**src/rtl/mult_arbiter_if.sv**
```systemverilog
// Signal bundle between mult_arbiter, its requesters, the result consumer and the shared multiplier.
// The master modport is the arbiter's view; the slave modport is everything around it.
interface mult_arbiter_if #(
    parameter int PAYLOAD_BITS = 8,
    parameter int N_REQ        = 4,
    parameter int ID_BITS      = 2
);
    logic [N_REQ-1:0]              REQ_VALID_I;
    logic [N_REQ-1:0]              REQ_READY_O;
    logic [N_REQ*PAYLOAD_BITS-1:0] REQ_A_I;
    logic [N_REQ*PAYLOAD_BITS-1:0] REQ_B_I;
    logic                          MULT_LOAD_O;
    logic [PAYLOAD_BITS-1:0]       MULT_A_O;
    logic [PAYLOAD_BITS-1:0]       MULT_B_O;
    logic [2*PAYLOAD_BITS-1:0]     MULT_DATA_I;
    logic                          RES_VALID_O;
    logic                          RES_READY_I;
    logic [ID_BITS-1:0]            RES_ID_O;
    logic [2*PAYLOAD_BITS-1:0]     RES_DATA_O;
    logic                          BUSY_O;

    modport master (
        input  REQ_VALID_I, REQ_A_I, REQ_B_I, MULT_DATA_I, RES_READY_I,
        output REQ_READY_O, MULT_LOAD_O, MULT_A_O, MULT_B_O,
               RES_VALID_O, RES_ID_O, RES_DATA_O, BUSY_O
    );

    modport slave (
        output REQ_VALID_I, REQ_A_I, REQ_B_I, MULT_DATA_I, RES_READY_I,
        input  REQ_READY_O, MULT_LOAD_O, MULT_A_O, MULT_B_O,
               RES_VALID_O, RES_ID_O, RES_DATA_O, BUSY_O
    );
endinterface

```
**src/rtl/mult_arbiter.sv**
```systemverilog
// Round-robin controller sharing one fixed-latency multiplier between N_REQ requesters.
// Optional macro MULT_ARB_STATS_EN adds result/stall counters (OPS_CNT_O, STALL_CNT_O).
module mult_arbiter #(
    parameter int PAYLOAD_BITS = 8,
    parameter int N_REQ        = 4,
    parameter int ID_BITS      = 2,
    parameter int MULT_LAT     = 3
) (
    input  logic           CLK_I,
    input  logic           RST_N_I,
    mult_arbiter_if.master arb_if
`ifdef MULT_ARB_STATS_EN
    ,
    output logic [15:0]    OPS_CNT_O,
    output logic [15:0]    STALL_CNT_O
`endif
);
    localparam logic [1:0] ST_IDLE = 2'd0;
    localparam logic [1:0] ST_WAIT = 2'd1;
    localparam logic [1:0] ST_RESP = 2'd2;
    localparam int         CNT_BITS = $clog2(MULT_LAT + 1);

    logic [1:0]                state_q;
    logic [ID_BITS-1:0]        ptr_q;
    logic [ID_BITS-1:0]        res_id_q;
    logic [CNT_BITS-1:0]       cnt_q;
    logic                      res_valid_q;
    logic [2*PAYLOAD_BITS-1:0] res_data_q;

    logic                      found_hi, found_lo;
    logic [ID_BITS-1:0]        id_hi, id_lo;
    logic                      grant_found;
    logic [ID_BITS-1:0]        grant_id;
    logic                      accept;
    logic                      res_fire;
    logic [N_REQ-1:0]          ready_oh;
    logic [PAYLOAD_BITS-1:0]   sel_a, sel_b;

    // Round robin: first valid at or above the pointer, else the lowest valid overall.
    // NOTE: every combinational output gets a default first so no path leaves it unassigned (no latch).
    always_comb begin
        found_hi = 1'b0;
        found_lo = 1'b0;
        id_hi    = '0;
        id_lo    = '0;
        for (int j = 0; j < N_REQ; j++) begin
            if (arb_if.REQ_VALID_I[j]) begin
                if (!found_lo) begin
                    found_lo = 1'b1;
                    id_lo    = ID_BITS'(j);
                end
                if (!found_hi && (j >= int'(ptr_q))) begin
                    found_hi = 1'b1;
                    id_hi    = ID_BITS'(j);
                end
            end
        end
        grant_found = found_lo;
        grant_id    = found_hi ? id_hi : id_lo;
    end

    // Reset gates acceptance so nothing is loaded into the multiplier while RST_N_I is low.
    assign accept   = RST_N_I && (state_q == ST_IDLE) && grant_found;
    assign res_fire = res_valid_q && arb_if.RES_READY_I;

    always_comb begin
        ready_oh = '0;
        sel_a    = '0;
        sel_b    = '0;
        for (int j = 0; j < N_REQ; j++) begin
            if (accept && (grant_id == ID_BITS'(j))) begin
                ready_oh[j] = 1'b1;
                sel_a       = arb_if.REQ_A_I[j*PAYLOAD_BITS +: PAYLOAD_BITS];
                sel_b       = arb_if.REQ_B_I[j*PAYLOAD_BITS +: PAYLOAD_BITS];
            end
        end
    end

    assign arb_if.REQ_READY_O = ready_oh;
    assign arb_if.MULT_LOAD_O = accept;
    assign arb_if.MULT_A_O    = sel_a;
    assign arb_if.MULT_B_O    = sel_b;
    assign arb_if.RES_VALID_O = res_valid_q;
    assign arb_if.RES_ID_O    = res_id_q;
    assign arb_if.RES_DATA_O  = res_data_q;
    assign arb_if.BUSY_O      = (state_q != ST_IDLE);

    // NOTE: sequential state uses non-blocking assignments so every register samples pre-edge values.
    always_ff @(posedge CLK_I or negedge RST_N_I) begin
        if (!RST_N_I) begin
            state_q     <= ST_IDLE;
            ptr_q       <= '0;
            cnt_q       <= '0;
            res_id_q    <= '0;
            res_data_q  <= '0;
            res_valid_q <= 1'b0;
        end else begin
            case (state_q)
                ST_IDLE: begin
                    if (accept) begin
                        res_id_q <= grant_id;
                        ptr_q    <= (int'(grant_id) == N_REQ - 1) ? '0 : grant_id + ID_BITS'(1);
                        cnt_q    <= CNT_BITS'(MULT_LAT);
                        state_q  <= ST_WAIT;
                    end
                end
                ST_WAIT: begin
                    // The product is valid during the cycle where the counter reads 1.
                    cnt_q <= cnt_q - CNT_BITS'(1);
                    if (cnt_q == CNT_BITS'(1)) begin
                        res_data_q  <= arb_if.MULT_DATA_I;
                        res_valid_q <= 1'b1;
                        state_q     <= ST_RESP;
                    end
                end
                ST_RESP: begin
                    if (res_fire) begin
                        res_valid_q <= 1'b0;
                        state_q     <= ST_IDLE;
                    end
                end
                default: state_q <= ST_IDLE;
            endcase
        end
    end

`ifdef MULT_ARB_STATS_EN
    logic [15:0] ops_q;
    logic [15:0] stall_q;

    always_ff @(posedge CLK_I or negedge RST_N_I) begin
        if (!RST_N_I) begin
            ops_q   <= '0;
            stall_q <= '0;
        end else begin
            if (res_fire) begin
                ops_q <= ops_q + 16'd1;
            end
            if ((state_q == ST_RESP) && !arb_if.RES_READY_I && (stall_q != 16'hFFFF)) begin
                stall_q <= stall_q + 16'd1;
            end
        end
    end

    assign OPS_CNT_O   = ops_q;
    assign STALL_CNT_O = stall_q;
`endif
endmodule

```
**src/flat_wrapper.sv**
```systemverilog
// flat-port wrapper written by rule: the top's interface ports become plain ports
module mult_arbiter_flat 
#(
    parameter int PAYLOAD_BITS = 8,
    parameter int N_REQ        = 4,
    parameter int ID_BITS      = 2,
    parameter int MULT_LAT     = 3
)
  (CLK_I, RST_N_I, arb_if_REQ_VALID_I, arb_if_REQ_A_I, arb_if_REQ_B_I, arb_if_MULT_DATA_I, arb_if_RES_READY_I, arb_if_REQ_READY_O, arb_if_MULT_LOAD_O, arb_if_MULT_A_O, arb_if_MULT_B_O, arb_if_RES_VALID_O, arb_if_RES_ID_O, arb_if_RES_DATA_O, arb_if_BUSY_O);
  mult_arbiter_if #(.PAYLOAD_BITS(PAYLOAD_BITS), .N_REQ(N_REQ), .ID_BITS(ID_BITS)) arb_if_i ();
  input  logic CLK_I;
  input  logic RST_N_I;
  input wire logic [$bits(arb_if_i.REQ_VALID_I)-1:0] arb_if_REQ_VALID_I;
  input wire logic [$bits(arb_if_i.REQ_A_I)-1:0] arb_if_REQ_A_I;
  input wire logic [$bits(arb_if_i.REQ_B_I)-1:0] arb_if_REQ_B_I;
  input wire logic [$bits(arb_if_i.MULT_DATA_I)-1:0] arb_if_MULT_DATA_I;
  input wire logic [$bits(arb_if_i.RES_READY_I)-1:0] arb_if_RES_READY_I;
  output wire logic [$bits(arb_if_i.REQ_READY_O)-1:0] arb_if_REQ_READY_O;
  output wire logic [$bits(arb_if_i.MULT_LOAD_O)-1:0] arb_if_MULT_LOAD_O;
  output wire logic [$bits(arb_if_i.MULT_A_O)-1:0] arb_if_MULT_A_O;
  output wire logic [$bits(arb_if_i.MULT_B_O)-1:0] arb_if_MULT_B_O;
  output wire logic [$bits(arb_if_i.RES_VALID_O)-1:0] arb_if_RES_VALID_O;
  output wire logic [$bits(arb_if_i.RES_ID_O)-1:0] arb_if_RES_ID_O;
  output wire logic [$bits(arb_if_i.RES_DATA_O)-1:0] arb_if_RES_DATA_O;
  output wire logic [$bits(arb_if_i.BUSY_O)-1:0] arb_if_BUSY_O;
  assign arb_if_i.REQ_VALID_I = arb_if_REQ_VALID_I;
  assign arb_if_i.REQ_A_I = arb_if_REQ_A_I;
  assign arb_if_i.REQ_B_I = arb_if_REQ_B_I;
  assign arb_if_i.MULT_DATA_I = arb_if_MULT_DATA_I;
  assign arb_if_i.RES_READY_I = arb_if_RES_READY_I;
  assign arb_if_REQ_READY_O = arb_if_i.REQ_READY_O;
  assign arb_if_MULT_LOAD_O = arb_if_i.MULT_LOAD_O;
  assign arb_if_MULT_A_O = arb_if_i.MULT_A_O;
  assign arb_if_MULT_B_O = arb_if_i.MULT_B_O;
  assign arb_if_RES_VALID_O = arb_if_i.RES_VALID_O;
  assign arb_if_RES_ID_O = arb_if_i.RES_ID_O;
  assign arb_if_RES_DATA_O = arb_if_i.RES_DATA_O;
  assign arb_if_BUSY_O = arb_if_i.BUSY_O;
  mult_arbiter #(.PAYLOAD_BITS(PAYLOAD_BITS), .N_REQ(N_REQ), .ID_BITS(ID_BITS), .MULT_LAT(MULT_LAT)) u_core (.CLK_I(CLK_I), .RST_N_I(RST_N_I), .arb_if(arb_if_i));
endmodule
```
**config.mk**
```make
export PLATFORM = sky130hd
export DESIGN_NAME = mult_arbiter_flat
export DESIGN_NICKNAME = d
export VERILOG_FILES = /design/src/rtl/mult_arbiter_if.sv /design/src/rtl/mult_arbiter.sv /design/src/flat_wrapper.sv
export SDC_FILE = /design/constraint.sdc
export NUM_CORES = 1
export LEC_CHECK = 0
export ABC_AREA = 1
export BUFFER_PORTS_ARGS = -buffer_cell sky130_fd_sc_hd__buf_2
export CORE_MARGIN = 10
export CORE_UTILIZATION = 46
export DETAILED_ROUTE_END_ITERATION = 7
export HOLD_SLACK_MARGIN = 0.08
export PLACE_DENSITY = 0.85
export SLEW_MARGIN = 15
export SYNTH_ARGS = -nofsm -noshare
export SYNTH_HDL_FRONTEND = slang
export SYNTH_SLANG_ARGS = --single-unit
```
**constraint.sdc**
```tcl
create_clock -name CLK_I -period 4.8 [get_ports CLK_I]
set_input_delay 0.24 -clock CLK_I [delete_from_list [all_inputs] [get_ports CLK_I]]
set_output_delay 0.24 -clock CLK_I [all_outputs]
set_load 0.03 [all_outputs]
```
==> results of run 1 <==
[kinds of logic (layout without fill, tap and decap cells)]
kind of cell | Yosys count | count (layout)
mux | 16 | 16
compound gates | 13 | 13
buf+inv | 31 | 149
fa+ha+maj | 6 | 6
simple gates | 162 | 162
flops | 25 | 25
[critical path, delay by kind of cell (launching register included)]
family | cells | cell delay (ns)
fa+ha+maj | 1 | 0.15
buf+inv | 3 | 0.39
flops | 1 | 0.41
simple gates | 8 | 1.64
[path summary, 6_finish.rpt]
check	startpoint	to	slack (ns)	depth (start not counted)
setup / recovery	u_core.ptr_q[0]	arb_if_MULT_B_O[5]	1.68	12
hold / removal	arb_if_MULT_DATA_I[13]	u_core.arb_if.RES_DATA_O[13]	0.19	2
setup reg to reg	u_core.state_q[0]	u_core.state_q[1]	3.03	7
hold reg to reg	u_core.arb_if.RES_ID_O[1]	u_core.arb_if.RES_ID_O[1]	0.50	2
max in group asynchronous	RST_N_I	u_core.arb_if.RES_DATA_O[14]	3.88	2
min in group asynchronous	RST_N_I	u_core.arb_if.RES_DATA_O[10]	0.52	2
[cells in the final DEF (no fill, tap or decap), types with 2 or more instances in the layout]
master    Yosys  layout
buf_2         8     127
clkbuf_8      0       3
dfrtp_1      25      25
ha_1          6       6
inv_1        13      13
inv_2         2       2
mux2_2       16      16
nand2_1      65      65
nand2_2       3       3
nand3_1      26      26
nand3_2      10      10
nand3_4       3       3
nand4_1      16      16
nor2_1       37      37
o21ai_0      10      10
[state kept, by name, summed over array words and instances, names as in the netlist]
name,count
u_core.arb_if.RES_VALID_O,1
u_core.arb_if.RES_DATA_O,16
u_core.cnt_q,2
u_core.arb_if.RES_ID_O,2
u_core.ptr_q,2
u_core.state_q,2
[Yosys cell counts, drive strengths merged, types with 2 or more instances]
master | instances | area share [%]
buf | 14 | 5.8
dfrtp | 25 | 32
ha | 6 | 3.9
inv | 16 | 3.2
mux2 | 16 | 9.3
nand2 | 68 | 14
nand3 | 39 | 15
nand4 | 16 | 5.2
nor2 | 39 | 8.1
o21ai | 10 | 2.6
o21bai | 2 | 0.97
[power breakdown]
group	switching, mW	internal (mW)
Combinational	0.703	0.325
Clock	0.0663	0.0581
Sequential	0.0517	0.318
Total	0.821	0.701
[area by class of cell]
| type | count | area, um^2 |
|---|---|---|
| multi-input cells | 197 | 1130 |
| flip-flops and latches | 25 | 626 |
| fillers | 383 | 1450 |
| well taps | 50 | 62.6 |
| clock inverters | 1 | 5.00 |
| repair buffers | 128 | 646 |
| clock buffers | 3 | 41.3 |
| inverters | 17 | 66.3 |
[metrics by stage]
step | area [um^2] | cells | hold WS (ns) | total power, mW | util [%]
4_1_cts | 2580 | 421 | 0.188 | 1.54 | 64.0
3_5_place_dp | 2520 | 416 | 0.283 | 1.41 | 62.6
6_report | 2580 | 421 | 0.193 | 1.52 | 64.0
2_1_floorplan | 1940 | 253 | -0.0556 | 1.16 | -
5_1_grt | 2580 | 421 | 0.184 | 1.65 | 64.0
3_3_place_gp | 2520 | 416 | 0.275 | 1.38 | 62.6
[metal layers]
layer	up-vias	GRT usage, %	share of wire, %	wire length (um)
met2	55	32.5	57	3520
met5	-	0	0	0
met1	979	16.3	36	2250
met3	8	4.21	5.2	325
li1	1072	-	-	-
met4	0	3.74	1.6	99
[what timing repair did]
| action | in CTS | in global routing |
|---|---|---|
| setup buffers | 0 | 0 |
| hold buffers | 1 | 0 |
| endpoints found under the hold margin | 25 | 0 |
==> results.ini, run 1 <==
[run_status]
status=finished, final reports clean

[synthesis]
synth_compound_area_share_pct=3.94
synth_top_family_by_area=simple AND/OR/NAND/NOR gates
synth-seq-cells=25
synth_seq_area_share_pct=32.3
syn_area_um2=1940
yosys.area_share.simple_pct=41.4
syn_inst=253
synth_fp_nets=346
synth_mux_area_share_pct=9.30
synth.distinct_cells=24
avgSynthCellArea_um2=7.66
synthAdderAreaFrac_pct=3.87
ys_async_sr_fraction_pct=100
synth_xor_area_share_pct=0
synth_ff_type=dfrtp_1
synth_enable_flop_cells=0
yosysWarnings=0

[timing]
max_freq_mhz=320
fin_setup_tns_ns=0
fin_skew_ns=0.00690
slew_viol_final=0
tightest_slew_ns=1.13
slew_headroom_pct=24.3
setup_violations=0
finalCritPeriodShare_pct=65.0
setup_ws_ns=1.68
rsz0062_at_grt=no
finalHoldViolCount=0
min_period_ns=3.12

[clocking]
cts_resized=0
clkLatencyLatePin_ns=0.27
cts.path.max_buffers=2
cts.htree.levels=1
cts_buffers=3
clk_pin_slew_worst_paths_ns=0.09
cts_tree=built
clockRootBuffer=clkbuf_8
cts_sinks=25

[global_routing]
grt_pass1_vias=2161
grt_usage_pct=16.4
grt_max_degree=34
grt_antenna_before_repair=0
grt_pass1_wl_um=10000
overflow=0

[setup_path]
crit_slowest_cell=nor2_2
cp_data_required_time_ns=4.56
max_stage_delay_ns=0.86
path_common_cell=nand2_1
arrival_ns=2.88
end_kind=output port
critical_path_class=reg2out
cp-start-kind=register
crit_fanout=33
crit_chain=nand2_1, nand2_1, nand3_1, nand2_2, clkinv_1, ha_1, inv_1, nor2_2, nor2_1, nand2_1, nand2_1, buf_2

[worst_hold_path]
hp-class=in2reg

[detailed_routing]
viasPerCell=5.02
drt_pre_antenna_iters=4
drt-initial-drc-count=144
ant_nets=0
wire_per_inst_um=14.7
routed_wl_um=6190
drc=0
via_count=2114

[die]
dieArea_um2=7210
core-area_um2=4030
rows=23
dieWidth_um=84.9
io_pins=128
die_y_um=84.9
start_util_pct=48.1

[power]
leakagePower_nw=1.43
p_per_area_nw_per_um2=590
vdd_drop_max_uv=359

[placed_design]
dp_hpwl_um=5030
io_buffers=127
pre_cts_ws_ns=1.94
gp_congestion=0.854

[cells_and_area]
area_growth_pct=33.1
n_antenna_cell=0
layout.nets=465
drive_above_1_share_pct=45.6

[flow_run]
drv_cap=0

Power figures use the tool's default switching activity.
==> inputs of run 2 (changes only) <==
--- a/config.mk
+++ b/config.mk
@@ -8,10 +8,10 @@
 export ABC_AREA = 1
 export BUFFER_PORTS_ARGS = -buffer_cell sky130_fd_sc_hd__buf_2
 export CORE_MARGIN = 10
-export CORE_UTILIZATION = 46
+export CORE_UTILIZATION = 42
 export DETAILED_ROUTE_END_ITERATION = 7
 export HOLD_SLACK_MARGIN = 0.08
-export PLACE_DENSITY = 0.85
+export PLACE_DENSITY = 0.78
 export SLEW_MARGIN = 15
 export SYNTH_ARGS = -nofsm -noshare
 export SYNTH_HDL_FRONTEND = slang
==> constraint.sdc (replaced) <==
create_clock -name CLK_I -period 2.9 [get_ports CLK_I]
set_input_delay 0.145 -clock CLK_I [delete_from_list [all_inputs] [get_ports CLK_I]]
set_output_delay 0.145 -clock CLK_I [all_outputs]
set_load 0.03 [all_outputs]
==> results.ini, run 2 (synthesis results as in run 1) <==
[run_status]
status=finished, final reports clean  ; unchanged

[timing]
fin_skew_ns=0.00465  ; was 0.00690 ns
timing.hold.ws_ns=0.109  ; was 0.193 ns
min_period_ns=2.63
setup_violations=0  ; unchanged
slew_viol_final=0  ; unchanged
tightest_slew_ns=0.712  ; was 1.13 ns
slew_headroom_pct=52.4  ; was 24.3%
fin_setup_tns_ns=0  ; unchanged
finalHoldViolCount=0  ; unchanged
finalCritPeriodShare_pct=90.5
max_freq_mhz=381
rsz0062_at_grt=no  ; unchanged

[setup_path]
reg2reg_slack_ns=1.09  ; was 3.03 ns
cp_data_required_time_ns=2.76  ; was 4.56 ns
cp-start-kind=register  ; unchanged
arrival_ns=2.48  ; was 2.88 ns
crit_chain=nand2_1, nand2_1, nand3_1, nand2_2, clkinv_1, ha_1, inv_1, nor2_2, buf_4, nor2_1, nand2_1, nand2_1, buf_2  ; was nand2_1, nand2_1, nand3_1, nand2_2, clkinv_1, ha_1, inv_1, nor2_2, nor2_1, nand2_1, nand2_1, buf_2
end_kind=output port  ; unchanged
crit_slowest_cell=dfrtp_1  ; was nor2_2
cp_num_buf_inv=4  ; was 3
crit_fanout=33  ; unchanged
path_common_cell=nand2_1  ; unchanged
critical_path_class=reg2out  ; unchanged
cpLargestDelayFamily=simple AND/OR/NAND/NOR gates  ; unchanged
worstRegToRegCells=8  ; was 7
worst-path-stages=13  ; was 12
max_stage_delay_ns=0.39  ; was 0.86 ns

[clocking]
cts_buffers=3  ; unchanged
clkLatencyLatePin_ns=0.26  ; was 0.27 ns
cts_tree=built  ; unchanged
clockRootBuffer=clkbuf_8  ; unchanged
cts_resized=0  ; unchanged
clk_pin_slew_worst_paths_ns=0.08  ; was 0.09 ns
cts.path.max_buffers=2  ; unchanged
cts_sinks=25  ; unchanged
cts.htree.levels=1  ; unchanged

[worst_hold_path]
min_path_cells=2  ; unchanged
hp-class=in2reg  ; unchanged

[die]
rows=24  ; was 23
io_pins=128  ; unchanged
start_util_pct=43.9  ; was 48.1%
core-area_um2=4410  ; was 4030 um^2
dieWidth_um=87.9  ; was 84.9 um
die_y_um=87.9  ; was 84.9 um
dieArea_um2=7730  ; was 7210 um^2

[flow_run]
drv_cap=0  ; unchanged

[global_routing]
grt_pass1_wl_um=9990  ; was 10,000 um
grt_pass1_vias=2147  ; was 2,161
overflow=0  ; unchanged
grt_usage_pct=15.7  ; was 16.4%
grt_antenna_before_repair=0  ; unchanged
grt_max_degree=34  ; unchanged

[detailed_routing]
via_count=2148  ; was 2,114
drt_pre_antenna_iters=5  ; was 4
ant_nets=0  ; unchanged
routed_wl_um=6540  ; was 6190 um
viasPerCell=5.03  ; was 5.02
drc=0  ; unchanged
drt-initial-drc-count=103  ; was 144
wire_per_inst_um=15.3  ; was 14.7 um

[cells_and_area]
layout_commonest_cell=buf_2  ; unchanged
drive_above_1_share_pct=45.9  ; was 45.6%
layout.nets=469  ; was 465
area_growth_pct=34.7  ; was 33.1%
n_antenna_cell=0  ; unchanged
largest_register_ffs=16  ; unchanged
final_cell_mix=127 x buf_2, 65 x nand2_1, 37 x nor2_1  ; unchanged

[power]
power.internal_mw=1.17  ; was 701 uW
p_per_area_nw_per_um2=976  ; was 590 nW/um^2
vdd_drop_max_uv=564  ; was 359 uV
pwr-share-clk_pct=7.8  ; was 8.2%
p_total_mw=2.55  ; was 1.52 mW
leakagePower_nw=1.45  ; was 1.43 nW
p_sw_share_pct=54.0  ; was 53.9%
switchingPower_mw=1.38  ; was 821 uW
comb_power_share_pct=67.9  ; was 67.5%
seq_power_share_pct=24.3  ; about the same

[placed_design]
dp_hpwl_um=5250  ; was 5030 um
gp_congestion=0.814  ; was 0.854
io_buffers=127  ; unchanged

[run 2: area by class of cell]
cell class,count,area [um^2]
Clock buffer,4,45.0
Sequential cell,25,626
Fill cell,413,1800
Timing Repair Buffer,132,676
Multi-Input combinational cell,197,1130
Inverter,17,66.3
Tap cell,52,65.1
[run 2: final timing paths]
kind	startpoint	end
max	u_core.ptr_q[0]	arb_if_MULT_B_O[2]
min	arb_if_MULT_DATA_I[5]	u_core.arb_if.RES_DATA_O[5]
max reg2reg	u_core.ptr_q[0]	u_core.ptr_q[1]
min reg2reg	u_core.arb_if.RES_DATA_O[4]	u_core.arb_if.RES_DATA_O[4]
max in group asynchronous	RST_N_I	u_core.arb_if.RES_DATA_O[4]
min in group asynchronous	RST_N_I	u_core.arb_if.RES_DATA_O[6]
[run 2: what timing repair did]
action	4_1_cts	5_1_grt
setup buffers	0	2
endpoints found under the setup margin	0	1
hold buffers	1	0
endpoints found under the hold margin	25	0
[run 2: worst reg2reg max path: cells and delay by family, from the launching register on]
family	cells	cell delay, ns
AOI/OAI and AO/OA	1	0.08
adders and majority gates	1	0.32
buffers and inverters	1	0.23
DFF	1	0.39
and+or+nand+nor	5	0.66
[run 2: through the flow]
| step | utilization [%] | instance area [um^2] | std cells | setup WS, ns |
|---|---|---|---|---|
| floorplan | - | 1940 | 253 | 0.819 |
| global placement | 57.6 | 2540 | 420 | 0.613 |
| detailed placement | 57.6 | 2540 | 420 | 0.575 |
| CTS | 58.8 | 2600 | 425 | 0.253 |
| global route | 59.2 | 2610 | 427 | 0.0435 |
| finish | 59.2 | 2610 | 427 | 0.274 |
[run 2: power by group through the flow]
stage               clock (mW)  sequential [mW]  combinational (mW)
floorplan                    0            0.889                1.03
global placement             0            0.606                1.69
detailed placement           0            0.623                1.73
CTS                      0.206            0.617                1.74
global route             0.222            0.641                1.88
finish                   0.199            0.618                1.73
[run 2: per-layer routing]
layer	global-route usage [%]	vias up	part of all wire, %
met4	2.90	0	1.1
met2	30.4	66	56
met1	16.4	990	36
li1	-	1086	-
met5	0	-	0
met3	4.27	6	7.4
==> inputs of run 3 (changes only) <==
==> constraint.sdc (replaced) <==
create_clock -name CLK_I -period 2.49 [get_ports CLK_I]
set_input_delay 0.1245 -clock CLK_I [delete_from_list [all_inputs] [get_ports CLK_I]]
set_output_delay 0.1245 -clock CLK_I [all_outputs]
set_load 0.02 [all_outputs]
==> results.ini, run 3 (synthesis results as in run 1) <==
[setup_path]
critical_path_class=reg2out  ; unchanged
max_stage_delay_ns=0.40  ; was 0.39 ns
cp_num_buf_inv=4  ; unchanged
cpLargestDelayFamily=simple AND/OR/NAND/NOR gates  ; unchanged
end_kind=output port  ; unchanged
crit_slowest_cell=dfrtp_1  ; unchanged
cp_data_required_time_ns=2.37  ; was 2.76 ns
crit_fanout=33  ; unchanged
cp-start-kind=register  ; unchanged
crit_chain=nand2_1, nand2_1, nand2_1, nand2_2, nand2_2, inv_4, ha_1, inv_1, nor2_2, buf_12, nor2_1, nand2_1, nand2_1, buf_2  ; was nand2_1, nand2_1, nand3_1, nand2_2, clkinv_1, ha_1, inv_1, nor2_2, buf_4, nor2_1, nand2_1, nand2_1, buf_2
path_common_cell=nand2_1  ; unchanged
arrival_ns=2.14  ; was 2.48 ns

[cells_and_area]
instances_no_fill=431  ; was 427
largest_register_ffs=16  ; unchanged
layout.nets=473  ; was 469
layout_commonest_cell=buf_2  ; unchanged
final_cell_mix=127 x buf_2, 65 x nand2_1, 37 x nor2_1  ; unchanged
final_area_um2=2670  ; was 2610 um^2
n_antenna_cell=0  ; unchanged
utilization_pct=60.6  ; was 59.2%
drive_above_1_share_pct=45.6  ; was 45.9%
area_growth_pct=38.0  ; was 34.7%

[die]
rows=24  ; unchanged
die_y_um=87.9  ; unchanged
io_pins=128  ; unchanged
dieArea_um2=7730  ; unchanged
start_util_pct=43.9  ; unchanged
dieWidth_um=87.9  ; unchanged
core-area_um2=4410  ; unchanged

[timing]
tightest_slew_ns=0.668  ; was 0.712 ns
slew_headroom_pct=55.4  ; was 52.4%
setup_ws_ns=0.230  ; was 0.274 ns
slew_viol_final=0  ; unchanged
fin_skew_ns=0.00105  ; was 0.00465 ns
finalCritPeriodShare_pct=90.7
max_freq_mhz=443
timing.hold.ws_ns=0.0835  ; was 0.109 ns
fin_setup_tns_ns=0  ; unchanged
setup_violations=0  ; unchanged
rsz0062_at_grt=no  ; unchanged
min_period_ns=2.26
finalHoldViolCount=0  ; unchanged

[clocking]
cts_sinks=25  ; unchanged
clk_pin_slew_worst_paths_ns=0.08  ; about the same
clkLatencyLatePin_ns=0.26  ; about the same
cts.path.max_buffers=2  ; unchanged
cts_buffers=3  ; unchanged
cts_tree=built  ; unchanged
cts.htree.levels=1  ; unchanged
clockRootBuffer=clkbuf_8  ; unchanged

[detailed_routing]
drt_pre_antenna_iters=6  ; was 5
drt-initial-drc-count=94  ; was 103
via_count=2131  ; was 2,148
drc=0  ; unchanged
ant_nets=0  ; unchanged
routed_wl_um=6280  ; was 6540 um
viasPerCell=4.94  ; was 5.03
wire_per_inst_um=14.6  ; was 15.3 um

[run_status]
status=finished, final reports clean  ; unchanged

[power]
vdd_drop_max_uv=555  ; was 564 uV
leakagePower_nw=1.47  ; was 1.45 nW
p_per_area_nw_per_um2=1030  ; was 976 nW/um^2
p_total_mw=2.76  ; was 2.55 mW

[global_routing]
grt_max_degree=34  ; unchanged
grt_usage_pct=15.5  ; was 15.7%
grt_pass1_wl_um=9860  ; was 9990 um
overflow=0  ; unchanged
grt_antenna_before_repair=0  ; unchanged
grt_pass1_vias=2096  ; was 2,147

[placed_design]
place_area_um2=2560  ; was 2540 um^2
gp_congestion=0.781  ; was 0.814
io_buffers=127  ; unchanged
dp_cells=422  ; was 420
pre_cts_ws_ns=0.388  ; was 0.575 ns
dp_hpwl_um=5130  ; was 5250 um

[worst_hold_path]
hp-class=in2reg  ; unchanged

[flow_run]
drv_cap=0  ; unchanged

## run 3: cell types whose count changed in the layout (fill, tap and decap cells not counted), sizes merged
| cell | change |
|---|---|
| buf | +1 |
| dlygate4sd3 | +3 |
## run 3: timing repair
item,in CTS,in global routing
setup endpoints to repair,0,16
buffers inserted,0,1
hold buffers,1,3
gates resized for setup,0,3
hold endpoints to repair,25,3
## run 3: path summary, 6_finish.rpt
path                       cells after the start  slack, ns                            to                         start
max                                           14       0.23            arb_if_MULT_B_O[3]               u_core.ptr_q[0]
min                                            2       0.08  u_core.arb_if.RES_DATA_O[14]        arb_if_MULT_DATA_I[14]
max reg2reg                                    7       0.72             u_core.state_q[0]             u_core.state_q[0]
min reg2reg                                    1       0.50  u_core.arb_if.RES_DATA_O[11]  u_core.arb_if.RES_DATA_O[11]
max in group asynchronous                      3       1.80     u_core.arb_if.RES_ID_O[0]                       RST_N_I
min in group asynchronous                      3       0.45     u_core.arb_if.RES_VALID_O                       RST_N_I
## run 3: routing by layer
metal,global-route usage [%],vias up,wire length [um]
li1,-,1091,-
met1,15.9,986,2280
met2,30.1,48,3510
met3,3.90,6,421
met4,4.06,0,72
met5,0,-,0
## run 3: worst reg2reg max path: stages (launching register included)
cell	delay, ns
dfrtp_1	0.39
inv_1	0.08
ha_1	0.26
nand3_4	0.17
inv_2	0.07
buf_4	0.21
o21ai_0	0.33
o21ai_0	0.13
## run 3: final cells by class
type / instances / area [um^2]
fill: 411 / 1740
multi-input combinational: 197 / 1130
timing repair buffer: 136 / 738
sequential: 25 / 626
inverter: 17 / 66.3
tap: 52 / 65.1
clock buffer: 4 / 45.0
## run 3: power breakdown
| group | switching [mW] | total (mW) | internal, mW |
|---|---|---|---|
| clock network | 0.122 | 0.236 | 0.114 |
| registers | 0.0997 | 0.713 | 0.613 |
| logic | 1.14 | 1.81 | 0.666 |
